===== src/rtl/mnist_pkg.sv =====
// Shared constants and types for the MNIST argmax stage.
package mnist_pkg;

    localparam int NUM_CLASSES = 10;
    localparam int SCORE_W     = 16;
    localparam int IDX_W       = 4;

    typedef logic [SCORE_W-1:0] score_t;
    typedef logic [IDX_W-1:0]   idx_t;

    localparam idx_t LAST_IDX = IDX_W'(NUM_CLASSES - 1);

    typedef enum logic [1:0] {
        IDLE,
        SCAN,
        HOLD
    } state_t;

endpackage


===== src/rtl/mnist_argmax_if.sv =====
// Score input and prediction output bundle of the argmax stage.
interface mnist_argmax_if;
    import mnist_pkg::*;

    logic                           scores_valid;
    logic [NUM_CLASSES*SCORE_W-1:0] digit_scores;
    logic                           pred_ready;
    logic                           pred_valid;
    idx_t                           pred_digit;
    score_t                         pred_score;
    score_t                         pred_margin;
    logic                           busy;

    // Environment side: supplies scores and accepts predictions.
    modport master (
        output scores_valid, digit_scores, pred_ready,
        input  pred_valid, pred_digit, pred_score, pred_margin, busy
    );

    // Argmax block side.
    modport slave (
        input  scores_valid, digit_scores, pred_ready,
        output pred_valid, pred_digit, pred_score, pred_margin, busy
    );

endinterface


===== src/rtl/mnist_top2_update.sv =====
// One step of a running top-2 search: folds score s at index idx into
// the current maximum / runner-up. Ties go to the later index.
module mnist_top2_update
    import mnist_pkg::*;
(
    input  score_t s,
    input  idx_t   idx,
    input  score_t cur_max,
    input  score_t cur_second,
    input  idx_t   cur_digit,
    output score_t next_max,
    output score_t next_second,
    output idx_t   next_digit
);

    // Compare s against both trackers (unsigned) and shift as needed.
    always_comb begin
        // NOTE: combinational logic uses blocking '=' and assigns every output a default first, so no latch can be inferred.
        next_max    = cur_max;
        next_second = cur_second;
        next_digit  = cur_digit;
        if (s >= cur_max) begin
            next_second = cur_max;
            next_max    = s;
            next_digit  = idx;
        end else if (s >= cur_second) begin
            next_second = s;
        end
    end

endmodule


===== src/rtl/mnist_argmax.sv =====
// Captures the packed class scores on a rising scores_valid, scans them
// one per cycle for max and runner-up, then offers digit/score/margin
// on a valid/ready handshake.
module mnist_argmax
    import mnist_pkg::*;
(
    input  logic          clk,
    input  logic          rst,
    mnist_argmax_if.slave bus
);

    state_t state_q, state_d;

    score_t buf_q [NUM_CLASSES];
    idx_t   idx_q;
    score_t max_q;
    score_t second_q;
    idx_t   digit_q;
    logic   valid_q;

    logic   pred_valid_q;
    idx_t   pred_digit_q;
    score_t pred_score_q;
    score_t pred_margin_q;

    logic   rise;
    score_t scan_s;
    score_t max_nx;
    score_t second_nx;
    idx_t   digit_nx;

    assign rise   = bus.scores_valid & ~valid_q;
    assign scan_s = buf_q[idx_q];

    mnist_top2_update u_top2 (
        .s           (scan_s),
        .idx         (idx_q),
        .cur_max     (max_q),
        .cur_second  (second_q),
        .cur_digit   (digit_q),
        .next_max    (max_nx),
        .next_second (second_nx),
        .next_digit  (digit_nx)
    );

    // State register.
    always_ff @(posedge clk or posedge rst) begin
        // NOTE: sequential state uses non-blocking '<=' so every register samples pre-edge values.
        if (rst) state_q <= IDLE;
        else     state_q <= state_d;
    end

    // Next-state logic: capture on rise, scan all classes, wait for handshake.
    always_comb begin
        state_d = state_q;
        unique case (state_q)
            IDLE: if (rise) state_d = SCAN;
            SCAN: if (idx_q == LAST_IDX) state_d = HOLD;
            HOLD: if (pred_valid_q && bus.pred_ready) state_d = IDLE;
            default: state_d = IDLE;
        endcase
    end

    // Edge detector, score buffer and running top-2 trackers.
    always_ff @(posedge clk or posedge rst) begin
        if (rst) begin
            valid_q  <= 1'b0;
            idx_q    <= '0;
            max_q    <= '0;
            second_q <= '0;
            digit_q  <= '0;
            // NOTE: the buffer is cleared on reset so scores from an aborted image never linger.
            for (int i = 0; i < NUM_CLASSES; i++) buf_q[i] <= '0;
        end else begin
            valid_q <= bus.scores_valid;
            if (state_q == IDLE && rise) begin
                for (int i = 0; i < NUM_CLASSES; i++)
                    buf_q[i] <= bus.digit_scores[i*SCORE_W +: SCORE_W];
                idx_q    <= '0;
                max_q    <= '0;
                second_q <= '0;
                digit_q  <= '0;
            end else if (state_q == SCAN) begin
                max_q    <= max_nx;
                second_q <= second_nx;
                digit_q  <= digit_nx;
                if (idx_q != LAST_IDX) idx_q <= idx_q + 1'b1;
            end
        end
    end

    // Result registers: loaded on the first HOLD cycle, dropped after transfer.
    always_ff @(posedge clk or posedge rst) begin
        if (rst) begin
            pred_valid_q  <= 1'b0;
            pred_digit_q  <= '0;
            pred_score_q  <= '0;
            pred_margin_q <= '0;
        end else if (state_q == HOLD) begin
            if (!pred_valid_q) begin
                pred_valid_q  <= 1'b1;
                pred_digit_q  <= digit_q;
                pred_score_q  <= max_q;
                pred_margin_q <= max_q - second_q;
            end else if (bus.pred_ready) begin
                pred_valid_q <= 1'b0;
            end
        end
    end

    assign bus.pred_valid  = pred_valid_q;
    assign bus.pred_digit  = pred_digit_q;
    assign bus.pred_score  = pred_score_q;
    assign bus.pred_margin = pred_margin_q;
    // The capture cycle is combinational on the input; gated by rst so
    // every output reads 0 while reset is asserted.
    assign bus.busy = !rst && ((state_q == SCAN) || (state_q == IDLE && rise));

endmodule


===== src/flat_wrapper.sv =====
// flat-port wrapper written by rule: the top's interface ports become plain ports
module mnist_argmax_flat import mnist_pkg::*;
  (clk, rst, bus_scores_valid, bus_digit_scores, bus_pred_ready, bus_pred_valid, bus_pred_digit, bus_pred_score, bus_pred_margin, bus_busy);
  mnist_argmax_if bus_i ();
  input  logic clk;
  input  logic rst;
  input wire logic [$bits(bus_i.scores_valid)-1:0] bus_scores_valid;
  input wire logic [$bits(bus_i.digit_scores)-1:0] bus_digit_scores;
  input wire logic [$bits(bus_i.pred_ready)-1:0] bus_pred_ready;
  output wire logic [$bits(bus_i.pred_valid)-1:0] bus_pred_valid;
  output wire logic [$bits(bus_i.pred_digit)-1:0] bus_pred_digit;
  output wire logic [$bits(bus_i.pred_score)-1:0] bus_pred_score;
  output wire logic [$bits(bus_i.pred_margin)-1:0] bus_pred_margin;
  output wire logic [$bits(bus_i.busy)-1:0] bus_busy;
  assign bus_i.scores_valid = bus_scores_valid;
  assign bus_i.digit_scores = bus_digit_scores;
  assign bus_i.pred_ready = bus_pred_ready;
  assign bus_pred_valid = bus_i.pred_valid;
  assign bus_pred_digit = bus_i.pred_digit;
  assign bus_pred_score = bus_i.pred_score;
  assign bus_pred_margin = bus_i.pred_margin;
  assign bus_busy = bus_i.busy;
  mnist_argmax u_core (.clk(clk), .rst(rst), .bus(bus_i));
endmodule

===== config.mk =====
export PLATFORM = sky130hd
export DESIGN_NAME = mnist_argmax_flat
export DESIGN_NICKNAME = d
export VERILOG_FILES = /design/src/rtl/mnist_pkg.sv /design/src/rtl/mnist_argmax_if.sv /design/src/rtl/mnist_top2_update.sv /design/src/rtl/mnist_argmax.sv /design/src/flat_wrapper.sv
export SDC_FILE = /design/constraint.sdc
export NUM_CORES = 1
export LEC_CHECK = 0
export ABC_AREA = 1
export CORE_ASPECT_RATIO = 0.75
export CORE_MARGIN = 1
export CORE_UTILIZATION = 35
export CTS_BUF_LIST = sky130_fd_sc_hd__clkbuf_4
export DETAILED_ROUTE_END_ITERATION = 8
export MAX_ROUTING_LAYER = met4
export PLACE_DENSITY = 0.68
export SLEW_MARGIN = 20
export SYNTH_ARGS = -nofsm -noshare
export SYNTH_HDL_FRONTEND = slang
export SYNTH_SLANG_ARGS = --single-unit

===== constraint.sdc =====
create_clock -name clk -period 12.7 [get_ports clk]
set_clock_uncertainty 0.05 [all_clocks]
set_input_delay 2.54 -clock clk [delete_from_list [all_inputs] [get_ports clk]]
set_output_delay 2.54 -clock clk [all_outputs]
set_load 0.05 [all_outputs]

Word-level counts from Yosys, hierarchy flattened
Index checks and enable logic that the tools add are counted.
- add/sub/neg operators: 2
- magnitude comparators: 3
- equal/unequal tests: 7
- muxes and demuxes: 22
- bitwise operators: 4
- reductions and logical operators: 15
- operators with widths (cell ; number):
    16-bit 2-to-1 mux ; 9
    16-bit binary-select mux with 4-bit select ; 1
    16-bit greater-or-equal comparator ; 2
    4-bit 2-to-1 mux ; 6
    16-bit subtractor ; 1
    2-bit AND reduction ; 4
    2-bit 2-to-1 mux ; 3
    2-bit by 1-bit inequality test with 1-bit output (second input constant) ; 3
    2-bit one-hot mux with 3 select lines ; 1
    2-bit nonzero test ; 3
    5-bit greater-or-equal comparator (second input constant) ; 1
    4-bit inverter with 5-bit output ; 1
    4-bit by 1-bit adder with 4-bit output (second input constant) ; 1
    4-bit equality test (second input constant) ; 1
    4-bit inequality test (second input constant) ; 1
    1-bit logical AND ; 3
    3-bit AND reduction ; 1
    3-bit nonzero test ; 1
    2-bit by 1-bit equality test with 1-bit output (second input constant) ; 1
    2-bit equality test (second input constant) ; 1
    2-bit logical NOT ; 1
    1-bit 2-to-1 mux ; 2
    1-bit inverter ; 2
    1-bit bitwise AND ; 1
    other kinds (2) ; 2
- bits in registers: 240
- input port bits: 164
- output and inout port bits: 38
- word-level logic and storage cells: 73

Longest topological paths before layout
- word-level depth: 9
- mapped depth: 24
- gate-level depth less buffers: 22

By module
Synthesis repeated with hierarchy kept, for this count alone.
- cells, all modules: 1706
- area, all modules: 13427.9 um2
- by module, submodules not included (module ; instances ; cells an instance ; area each (um2)):
    mnist_argmax ; 1 ; 1420 ; 11649.9
    mnist_top2_update ; 1 ; 286 ; 1778.0

Worst setup path before layout
OpenSTA, ideal clock, no wires.
- path type: input-to-output
- start point: input port bus_scores_valid
- end point: output port bus_busy
- arrival time: 3530 ps
- data required time: 10110 ps
- setup slack: 6580 ps
- cell stages on the path: 4
- path through: inv_1 nor4_2 nor2_1 nor2_1
- longest elaborated chain between the ends: 4
- ends and longest elaborated chain (item ; line ; text):
    from (decl) ; flat_wrapper.sv:7 ; input wire logic [$bits(bus_i.scores_valid)-1:0] bus_scores_valid;
    1-bit bitwise AND ; mnist_argmax.sv:32 ; assign rise = bus.scores_valid & ~valid_q;
    1-bit logical AND ; mnist_argmax.sv:117 ; assign bus.busy = !rst && ((state_q == SCAN) || (state_q == IDLE && rise));
    1-bit logical OR ; mnist_argmax.sv:117 ;
    1-bit logical AND ; mnist_argmax.sv:117 ;
    to (decl) ; flat_wrapper.sv:14 ; output wire logic [$bits(bus_i.busy)-1:0] bus_busy;
No other way between the ends.

Final worst setup path
Ends and elaborated chain as after synthesis.

==> out/qor.txt <==
VDD IR max: 0.1896 mV
Total die area: 0.03705 mm^2
Final slew viol count: 0
Core Rows: 60
Setup bufs post-CTS: 0
Setup crit start kind: input pin
CTS tree: yes
Synth Area per Inst: 7.563 um^2
Yosys warning count: 0
Tcrit/Tclk final: 54.35%
I/O pin count: 202
DRT Pass-1 Iters: 7
Part of the power in combinational logic: 56.4%
Net Sw Power: 0.002336 W
Area occupied by registers: 0.006011 mm^2
Worst min-delay path category: reg -> reg
Number of failing hold endpoints at the final stage: 0
Initial core utilization: 35.46%
Outcome: finished clean
Core Box Area: 0.03581 mm^2
WL/cell: 15.95 um
Data required, critical path: 10,110 ps
GR Util All Layers: 21.69%
CTS sink cnt: 240
Hold_buf cts: 0
Largest buffer count on any clock path: 3
Slowest CP cell: clkdlybuf4s50_1
Footprint of the multi-input gates: 0.005543 mm^2
P&R area growth vs syn: 25.09%
Vias per inst: 4.891
Dpl hpwl: 26,720 um
Layout Nets: 2,087
Num CTS Buffers: 68
# H-tree levels: 3
Leakage: 7.858 nW
Max-cap violations: 0
Largest net degree at the start of global routing: 123
Dpl cell area: 0.01496 mm^2
GRT overflow: 0
Clock power share: 16.4%
Via count: 11,690
Clock Latency Late Sink: 710 ps
Worst Path Buf+Inv: 3
CP delay by family, top: buffers and inverters
Synth top area share: 47.30%
Final ANT Viol Nets: 0
Width of the die: 221.9 um
First-pass GRT wire length: 61,490 um
Setup Viol. Count Final: 0
Flop pwr share: 27.2%
Post-route design area: 0.01588 mm^2
PortBufs: 201
Seq cells post-synth: 240
Synth Instances: 1,679
CP arrival: 4310 ps
Post-synthesis cell type count: 38
Root buf cell: clkbuf_4
Critical path class: in -> out
Number of global-route vias before repair: 11,570
Crit path capture type: primary output
Mapped cell area: 0.01270 mm^2
Clk slew on worst S/H paths: 60 ps
DRC viols: 0
Cell taking the most area after synthesis: dfrtp_1
Initial antenna violation count: 1
Post-CTS Resized: 0
Pwr Density: 297.6 mW/mm^2
Final WL: 38,100 um
Sequential share of the synthesized area: 47.30%
Final GP Congestion: 0.9129
FILL cells: 3,644
DRT iter0 DRCs: 1,122
Net Sw Frac: 49.43%
CP peak stage delay: 800 ps
Fmax: 0.1449 GHz
Slew margin rel.: 30.08%
Period minus WS final: 6902 ps
RSZ-0062 raised after global routing: no
Top cells by area, synth: dfrtp_1, nand2_1, o21ai_0
Crit path cell chain: clkdlybuf4s50_1 -> inv_1 -> nor4_4 -> nor2_1 -> nor2_1 -> clkdlybuf4s50_1
Post-synthesis net count: 1,893
Layout cells sized above 1: 7.644%
Setup TNS: 0 ps
Final Total Pwr: 0.004726 W
Critical Path Fanout Max: 2
DIE HEIGHT: 167.0 um
Internal power: 0.002390 W
Worst-Margin Slew: 1049 ps
## worst paths after layout
check / from / endpoint / slack, ps / cells past startpoint
hold reg to reg: u_core.buf_q[147] / u_core.buf_q[147] / 420 / 2
min in group asynchronous: rst / u_core.buf_q[50] / 2390 / 2
setup / recovery: bus_scores_valid / bus_busy / 5800 / 6
setup reg to reg: u_core.idx_q[0] / u_core.max_q[14] / 8290 / 18
max in group asynchronous: rst / u_core.idx_q[0] / 8740 / 3
hold / removal: u_core.buf_q[147] / u_core.buf_q[147] / 420 / 2
## routing by layer
layer  global-route usage, %  up-vias  share of wire, %
met4                   7.428        0               2.3
met1                   30.59     5471                49
met2                   30.30      426                42
met3                   5.011       67               7.3
li1                        -     5721                 -
met5                       -        -                 0
## tightest hold or removal path, stage by stage, from the launching register on
cell and delay [ps]:
dfrtp_1 340, nand2_1 60, nand2_1 50
## power groups by stage
stage	clock network [W]	registers [W]	logic (W)
3_3_place_gp	0	0.00129	0.00258
4_1_cts	0.000794	0.00129	0.00267
6_report	0.000774	0.00129	0.00267
5_1_grt	0.000832	0.00133	0.00302
2_1_floorplan	0	0.00135	0.00189
3_5_place_dp	0	0.00130	0.00265
## flip-flops by register name, summed over array words and instances (netlist names)
name,count
u_core.bus.pred_valid,1
u_core.buf_q,160
u_core.bus.pred_digit,4
u_core.bus.pred_margin,16
u_core.max_q,16
u_core.second_q,16
u_core.state_q,2
u_core.digit_q,4
u_core.idx_q,4
u_core.valid_q,1
u_core.bus.pred_score,16
## cell usage after synthesis
cell type and n:
nand2_1 641, dfrtp_1 240, inv_1 186, o21ai_0 172, nand3_1 128, nor2_1 58, ha_1 49, buf_2 42
nand4_1 36, clkbuf_1 35, a21oi_1 23, o21ai_2 10, xor2_1 7, buf_4 6, inv_2 6, nor3_1 5
o21bai_1 4, a31oi_1 3, buf_6 3, nand2_4 3, xnor2_1 3, clkinv_1 2, o21ai_1 2, a211oi_1 1
a21o_1 1, buf_1 1, fa_1 1, inv_4 1, nand2_2 1, nand2_8 1, nand3_2 1, nand3b_1 1
nor3_2 1, nor3_4 1, nor4_2 1, nor4_4 1, o21a_1 1, o21ai_4 1
## area by class of cell
cell class | instances | share of cell area, %
Sequential cell | 240 | 37.84
Timing Repair Buffer | 211 | 13.14
Inverter | 195 | 4.671
Tap cell | 465 | 3.663
Antenna cell | 1 | 0.01575
Clock buffer | 93 | 4.395
Clock inverter | 27 | 1.378
Multi-Input combinational cell | 1157 | 34.90
## metrics by stage
| stage | std cells | hold slack [ps] | utilization (%) | worst slack [ps] |
|---|---|---|---|---|
| after floorplan | 1679 | 391.7 | - | 3522 |
| after global placement | 2268 | 403.6 | 41.79 | 5742 |
| after detailed placement | 2268 | 408.4 | 41.79 | 5783 |
| after CTS | 2388 | 424.0 | 44.35 | 5775 |
| after global routing | 2389 | 442.2 | 44.36 | 5695 |
| final | 2389 | 422.8 | 44.36 | 5798 |
## cells by family after synthesis
group / share of synthesized area, %
and+or+nand+nor: 28.76
AOI/OAI and AO/OA: 9.144
xor gates and xnor gates: 0.6898
DFF: 47.30
adders and majority gates: 4.986
buffers and inverters: 9.124
## placed cells by master, fill, tap and decap left out, drive strengths merged, types with 10 or more instances in the layout
cell type      count
nand2            646
dfrtp            240
clkdlybuf4s50    201
inv              196
o21ai            185
nand3            129
clkbuf            93
nor2              58
ha                49
nand4             36
a21oi             23
clkinv            20
buf               10
No activity file was read; power rests on OpenSTA's default activity.
